**config.mk**
```make
export PLATFORM = sky130hd
export DESIGN_NAME = l2_arbiter
export DESIGN_NICKNAME = d
export VERILOG_FILES = /design/src/rtl/l2arb_pkg.sv /design/src/rtl/l2arb_pick.sv /design/src/rtl/l2_arbiter.sv
export SDC_FILE = /design/constraint.sdc
export NUM_CORES = 1
export LEC_CHECK = 0
export ABC_AREA = 1
export CAP_MARGIN = 20
export CORE_AREA = 2 2 457 459
export CTS_BUF_LIST = sky130_fd_sc_hd__clkbuf_16
export CTS_CLUSTER_DIAMETER = 200
export DETAILED_ROUTE_END_ITERATION = 10
export DIE_AREA = 0 0 459 461
export HOLD_SLACK_MARGIN = 0.12
export RECOVER_POWER = 100
export SYNTH_ARGS = -nofsm -noshare
export SYNTH_HDL_FRONTEND = slang
export SYNTH_SLANG_ARGS = --single-unit
```
**constraint.sdc**
```tcl
create_clock -name clk -period 2.28 [get_ports clk]
set_input_delay 0.57 -clock clk [delete_from_list [all_inputs] [get_ports clk]]
set_output_delay 0.57 -clock clk [all_outputs]
set_load 0.01 [all_outputs]
```
**src/rtl/l2arb_pkg.sv**
```systemverilog
// Shared types and constants for the L1-to-L2 arbiter slice.
package l2arb_pkg;

  localparam int L2_BLOCK_W = 256;
  localparam int L2_OFF_W   = $clog2(L2_BLOCK_W / 8);

  typedef enum logic [1:0] {
    IDLE,
    ISSUE,
    WAIT,
    RESP
  } l2arb_state_t;

  // Encoded so the single grant bit from the picker maps straight onto the owner.
  typedef enum logic {
    OWN_IC = 1'b0,
    OWN_DC = 1'b1
  } l2arb_owner_t;

endpackage

```
**src/rtl/l2arb_pick.sv**
```systemverilog
// Combinational winner selection between icache and dcache requests.
// Round-robin tie-breaking is built only when L2ARB_RR_EN is defined.
module l2arb_pick
  import l2arb_pkg::*;
(
  input  logic ic_req,
  input  logic dc_req,
  input  logic ptr,
  output logic grant,
  output logic grant_valid
);

  // grant = 1 selects dcache; ptr = 1 means dcache is favoured on a tie.
  always_comb begin
    grant_valid = ic_req | dc_req;
`ifdef L2ARB_RR_EN
    if (ic_req && dc_req) begin
      grant = ptr;
    end else begin
      grant = dc_req;
    end
`else
    grant = dc_req;
`endif
  end

`ifndef L2ARB_RR_EN
  logic unused_ptr;
  assign unused_ptr = ptr;
`endif

endmodule

```
**src/rtl/l2_arbiter.sv**
```systemverilog
// Single-outstanding L2 port shared by icache refills and dcache refills/writebacks.
// Define L2ARB_RR_EN for round-robin tie-breaking; otherwise dcache always wins ties.
module l2_arbiter
  import l2arb_pkg::*;
#(
  parameter int BLOCK_W = L2_BLOCK_W,
  parameter int ADDR_W  = 32
) (
  input  logic               clk,
  input  logic               rst_n,
  input  logic               ic_req,
  input  logic [ADDR_W-1:0]  ic_addr,
  input  logic               ic_flush,
  output logic               ic_done,
  input  logic               dc_req,
  input  logic               dc_we,
  input  logic [ADDR_W-1:0]  dc_addr,
  input  logic [BLOCK_W-1:0] dc_wdata,
  output logic               dc_done,
  output logic [BLOCK_W-1:0] rsp_block,
  output logic               l2_req_valid,
  output logic               l2_req_we,
  output logic [ADDR_W-1:0]  l2_req_addr,
  output logic [BLOCK_W-1:0] l2_req_wdata,
  input  logic               l2_req_ready,
  input  logic               l2_resp_valid,
  input  logic [ADDR_W-1:0]  l2_resp_addr,
  input  logic [BLOCK_W-1:0] l2_resp_block
);

  localparam int OFF_W = $clog2(BLOCK_W / 8);

  l2arb_state_t      state;
  l2arb_owner_t      owner;
  logic              drop;
  logic              rr_ptr;
  logic              ic_live;
  logic              grant;
  logic              grant_valid;
  l2arb_owner_t      grant_owner;
  logic              grant_we;
  logic [ADDR_W-1:0] grant_addr;
  logic              flush_hit;
  logic              ic_done_ok;
  logic              resp_hit;

  // A mispredict in the same cycle as the icache request means the refill is already stale.
  assign ic_live = ic_req & ~ic_flush;

  l2arb_pick u_pick (
    .ic_req      (ic_live),
    .dc_req      (dc_req),
    .ptr         (rr_ptr),
    .grant       (grant),
    .grant_valid (grant_valid)
  );

  assign grant_owner = l2arb_owner_t'(grant);
  assign grant_we    = (grant_owner == OWN_DC) && dc_we;
  assign grant_addr  = (grant_owner == OWN_DC) ? {dc_addr[ADDR_W-1:OFF_W], {OFF_W{1'b0}}}
                                               : {ic_addr[ADDR_W-1:OFF_W], {OFF_W{1'b0}}};

  assign flush_hit  = (owner == OWN_IC) && ic_flush;
  assign ic_done_ok = (owner == OWN_IC) && !drop && !ic_flush;
  assign resp_hit   = l2_resp_valid &&
                      (l2_resp_addr[ADDR_W-1:OFF_W] == l2_req_addr[ADDR_W-1:OFF_W]);

`ifdef L2ARB_RR_EN
  // After every grant the other requester becomes favoured, dropped refills included.
  always_ff @(posedge clk or negedge rst_n) begin
    if (!rst_n) begin
      rr_ptr <= 1'b1;
    end else if (state == IDLE && grant_valid) begin
      rr_ptr <= (grant_owner == OWN_IC);
    end
  end
`else
  assign rr_ptr = 1'b1;
`endif

  // The l2_req_* registers double as the latched transaction, so requester inputs
  // are free to change once the grant has been taken.
  always_ff @(posedge clk or negedge rst_n) begin
    if (!rst_n) begin
      state        <= IDLE;
      owner        <= OWN_DC;
      drop         <= 1'b0;
      ic_done      <= 1'b0;
      dc_done      <= 1'b0;
      rsp_block    <= '0;
      l2_req_valid <= 1'b0;
      l2_req_we    <= 1'b0;
      l2_req_addr  <= '0;
      l2_req_wdata <= '0;
    end else begin
      ic_done <= 1'b0;
      dc_done <= 1'b0;
      case (state)
        IDLE: begin
          if (grant_valid) begin
            owner        <= grant_owner;
            drop         <= 1'b0;
            l2_req_valid <= 1'b1;
            l2_req_we    <= grant_we;
            l2_req_addr  <= grant_addr;
            l2_req_wdata <= grant_we ? dc_wdata : '0;
            state        <= ISSUE;
          end
        end
        ISSUE: begin
          if (flush_hit) begin
            drop <= 1'b1;
          end
          if (l2_req_ready) begin
            l2_req_valid <= 1'b0;
            if (l2_req_we) begin
              dc_done <= (owner == OWN_DC);
              ic_done <= ic_done_ok;
              state   <= RESP;
            end else begin
              state <= WAIT;
            end
          end
        end
        WAIT: begin
          if (flush_hit) begin
            drop <= 1'b1;
          end
          // Responses for other blocks belong to someone else and are skipped.
          if (resp_hit) begin
            rsp_block <= l2_resp_block;
            dc_done   <= (owner == OWN_DC);
            ic_done   <= ic_done_ok;
            state     <= RESP;
          end
        end
        RESP: begin
          drop  <= 1'b0;
          state <= IDLE;
        end
        default: begin
          state <= IDLE;
        end
      endcase
    end
  end

  logic unused_lsbs;
  assign unused_lsbs = ^{ic_addr[OFF_W-1:0], dc_addr[OFF_W-1:0], l2_resp_addr[OFF_W-1:0]};

endmodule

```
# Yosys cells after proc, flatten, opt, wreduce, memory -nomap -nowiden

Index checks and enable logic that the tools add are counted.

Shifts and indexed selects: 0
$lt $le $gt $ge: 0
Div/mod/pow operators: 0
Multiply operators: 0
Equal/unequal tests: 8
Muxes and demuxes: 21
Add/sub/neg operators: 0
Reduce and logical (&&, ||, !) cells: 15
Bitwise operators: 4

Operators with widths:

| operator           | number |
|---|---|
| $mux 256           | 1 |
| $mux 32            | 1 |
| $eq 27x27->1       | 1 |
| $mux 1             | 11 |
| $pmux 2 s4         | 1 |
| $mux 2             | 3 |
| $ne 2x2->1 const B | 3 |
| $pmux 1 s2         | 3 |
| $reduce_and 2->1   | 3 |
| $reduce_and 3->1   | 2 |
| $logic_and 1x1->1  | 5 |
| $eq 2x2->1 const B | 2 |
| $pmux 1 s3         | 1 |
| $eq 2x1->1 const B | 1 |
| $logic_not 1->1    | 2 |
| $logic_not 2->1    | 1 |
| $ne 2x1->1 const B | 1 |
| $not 1->1          | 2 |
| $reduce_bool 2->1  | 1 |
| $reduce_or 2->1    | 1 |
| $and 1x1->1        | 1 |
| $or 1x1->1         | 1 |

Output and inout port bits: 548
Bits in writable memories: 0
Bits of input ports: 616
Memories kept: 0
Register bits: 552
Logic and storage cells: 58
Memory bits (read-only): 0
Latch bits: 0

# Logic depth before layout (Yosys ltp)

Depth in word-level cells: 6
Depth in mapped cells: 13
Mapped depth without buffers: 13

# By module

A second synthesis with hierarchy kept.

Cells, all modules: 2560
Area, all modules: 22415.2 µm²

By module, submodules not included:

| module     | cells each | times used | area each (µm²) | seq. area each (µm²) |
|---|---|---|---|---|
| l2_arbiter | 2556       | 1          | 22396.5         | 13689.4 |
| l2arb_pick | 4          | 1          | 18.8            | 0.0 |

# Least setup slack after synthesis

No wires, ideal clock.

Kind: input -> register
Start point: in l2_resp_addr[30]
End point: reg rsp_block[186]
Arrival time: 1.662 ns
Cell stages on the path: 13
Path buffers: 2
Data required time: 2.163 ns
Slack: 0.502 ns
Setup time: 0.117 ns
Path through: inv_1 nand2_1 nand2_1 nor2_1 nand2_1 nor2_1 nand2_1 nor2_4 nand2_1 buf_2 buf_2 nand2_1 nand2_1

Word-level cells in the longest chain between the ends: 3

Ends and longest elaborated chain:

| element                           | line              | text |
|---|---|---|
| start: declaration                | l2_arbiter.sv:27  | `input logic [ADDR_W-1:0] l2_resp_addr,` |
| $eq 27x27->1                      | l2_arbiter.sv:66  | `(l2_resp_addr[ADDR_W-1:OFF_W] == l2_req_addr[ADDR_W-1:OFF_W]);` |
| $logic_and 1x1->1                 | l2_arbiter.sv:65  | `assign resp_hit = l2_resp_valid &&` |
| $reduce_and 2->1 (no source line) | -                 |  |
| end signal: assignment            | l2_arbiter.sv:131 | `rsp_block <= l2_resp_block;` |
| end: declaration                  | l2_arbiter.sv:20  | `output logic [BLOCK_W-1:0] rsp_block,` |

No other way between the ends.
A chain may end at the register's enable or synchronous reset.

# Final worst setup path

Start point: reg rsp_block[32]
End point: out rsp_block[32]

No word-level cell between the ends.

==> results_dict.tcl <==
set metrics [dict create \
    post-route-util_pct 19.32 \
    critical_path_required_ns 1.71 \
    cts.clk_slew.worst_paths_ns 0.06 \
    hpwl_mm 124.5 \
    insertion_delay_ns 0.69 \
    finalSetupTns_ns 0 \
    hp-class "in2reg" \
    gp_congestion 0.9326 \
    setup-violations-final 0 \
    first_pass_iters 5 \
    finalWorstSetupSlack_ns 0.06754 \
    crit_arrival_ns 1.64 \
    grt_pass1_vias 23360 \
    die_w_um 459 \
    drt_iter0_drc 1738 \
    die-height_um 461 \
    via_per_inst 3.520 \
    tritoncts "yes" \
    period_needed_ns 2.212 \
    yosys-top-cells-area "dfrtp_1 (61%), nand2_1 (15%), o21ai_0 (6.5%), nand3_1 (5.9%), inv_1 (5.7%)" \
    ios 1164 \
    crit_type "reg2out" \
    powerDensity_nw_per_um2 914.5 \
    start_util_pct 10.84 \
    crit_path_end_kind "output pin" \
    synth_area_leader_cell "dfrtp_1" \
    dp_slack_ns -0.5955 \
    antenna_found_initial 60 \
    finClkSkew_ns 0.04012 \
    critPathLaunchType "register" \
    ys_types 26 \
    synthesis.area_um2 22370 \
    synthFlopType "dfrtp_1" \
    fin_nets 4437 \
    num_rows 167 \
    drv_slew 0 \
    cts_max_level 3 \
    synthCells 2591 \
    area_delta_synth_final_pct 78.28 \
    port_buffers 1143 \
    final_cells 6589 \
    yosysMostFrequentCell "nand2_1" \
    slowest_delay_ns 0.61 \
    wl_per_cell_um 23.33 \
    ys.warnings.count 0 \
    outcome "completed" \
    hold_violations 0 \
    route.detailed.drc 0 \
    ys_seq_area_share_pct 61.19 \
    cts_sinks 547 \
    nFillCells 23150 \
    cts_max_path_buffers 3 \
    fmax_ghz 0.4520 \
    path_buf_inv 1 \
    layout-drive-gt1-share_pct 7.653 \
    min_period_over_period_pct 97.04 \
    cts-root-buf "clkbuf_16" \
    grt_usage_pct 13.62 \
    p_leak_nw 19.86 \
    numCtsBuffers 70 \
    path_max_fanout 2 \
    vdd_drop_max_uv 564.5 \
    place_area_um2 37810 \
    synth_edf_count 0 \
    core-area_um2 206400 \
    synth_commonest_cells "nand2_1 (906), dfrtp_1 (546), inv_1 (342), o21ai_0 (289), nand3_1 (265)" \
    synth_seq_cells 547 \
    cap_violations 0 \
    relSlewSlack_pct 24.08 \
    tightest_slew_ns 1.139 \
    final_area_um2 39890 \
    worstPathCellList "clkdlybuf4s50_1" \
    cp_slowest_cell "clkdlybuf4s50_1" \
    grt_pass1_wl_mm 197.8 \
    grt_max_degree 83 \
    dp_cells 6419 \
    crit_family "buffers and inverters" \
    antenna_left 0 \
    gr-total-overflow 0 \
    dieArea_um2 211600 \
    synth_top_cell_area_share_pct 61.07 \
    async_flop_share_pct 100.0 \
    via_count 23190 \
    syn_avg_cell_area_um2 8.635 \
    drt_wl_total_mm 153.7 \
]
==> flip-flops by register name, indices dropped and copies added, names as in the netlist <==
| signal | count |
|---|---|
| ic_done | 1 |
| l2_req_wdata | 256 |
| l2_req_we | 1 |
| drop | 1 |
| l2_req_addr | 27 |
| dc_done | 1 |
| owner | 1 |
| state | 2 |
| l2_req_valid | 1 |
| rsp_block | 256 |
==> per-stage QoR <==
stage,hold slack (ns),total power [W]
2_1_floorplan,0.2744,0.01724
3_3_place_gp,0.4532,0.02606
3_5_place_dp,0.4579,0.02618
4_1_cts,0.2962,0.03737
5_1_grt,0.3581,0.03867
6_report,0.4129,0.03647
==> where the power goes <==
group	switching [W]	leakage [nW]	internal, W
combinational	0.00709	11.3	0.00505
sequential	0.00127	7.40	0.0117
clock	0.00493	1.13	0.00647
==> cells by family (layout without fill, tap and decap cells) <==
logic type,count (synthesis),in the layout,share of synthesized area [%]
simple gates,1205,1208,21.82
flops,547,547,61.19
buf+inv,505,1775,9.054
compound gates,326,326,7.600
xor+xnor,4,4,0.1566
fa+ha+maj,3,3,0.1678
other cells,1,22,0.01676
==> cell usage in the layout (no fill, tap or decap), types with 7 or more instances in the layout <==
cell type	count
buf_12	18
buf_4	69
buf_6	12
clkbuf_1	36
clkbuf_16	76
clkbuf_2	47
clkbuf_4	11
clkdlybuf4s50_1	843
clkinv_1	7
clkinv_2	13
clkinvlp_4	8
dfrtp_1	545
diode_2	17
dlygate4sd2_1	256
inv_1	348
nand2_1	902
nand3_1	263
nor2_1	24
o211ai_1	26
o21ai_0	289
==> layer usage <==
metal  up-vias  wire [um]  GRT usage (%)
met2      1187      76040          23.24
met3       225      16140          5.720
met4        12       6527          6.285
met5         -         74              0
li1      10510          -              -
met1     11260      54960          14.54
==> area by class of cell <==
class | count | area (um^2) | area share (%)
Antenna cell | 17 | 42.54 | 0.1067
Clock buffer | 72 | 1802 | 4.517
Clock inverter | 50 | 490.5 | 1.230
Inverter | 348 | 1314 | 3.294
Multi-Input combinational cell | 1546 | 6792 | 17.03
Sequential cell | 547 | 13690 | 34.32
Tap cell | 2704 | 3383 | 8.482
Timing Repair Buffer | 1305 | 12370 | 31.02
==> path summary, 6_finish.rpt <==
path / start / to / slack (ns) / depth (start not counted)
setup / recovery: rsp_block[32] / rsp_block[32] / 0.07 / 1
hold / removal: dc_wdata[216] / l2_req_wdata[216] / 0.41 / 3
setup reg to reg: l2_req_addr[17] / rsp_block[3] / 0.08 / 11
hold reg to reg: rsp_block[208] / rsp_block[208] / 0.47 / 2
max in group asynchronous: rst_n / rsp_block[178] / 0.25 / 4
min in group asynchronous: rst_n / l2_req_wdata[126] / 0.66 / 2
==> what timing repair did <==
| action | 4_1_cts | 5_1_grt |
|---|---|---|
| endpoints found under the setup margin | 263 | 256 |
| buffers inserted | 1 | 8 |
| pin swaps | 0 | 5 |
| gates cloned | 0 | 21 |
| hold buffers | 1 | 0 |
| gates resized for setup | 271 | 45 |
| endpoints found under the hold margin | 127 | 0 |
(Power assumes the default switching activity.)
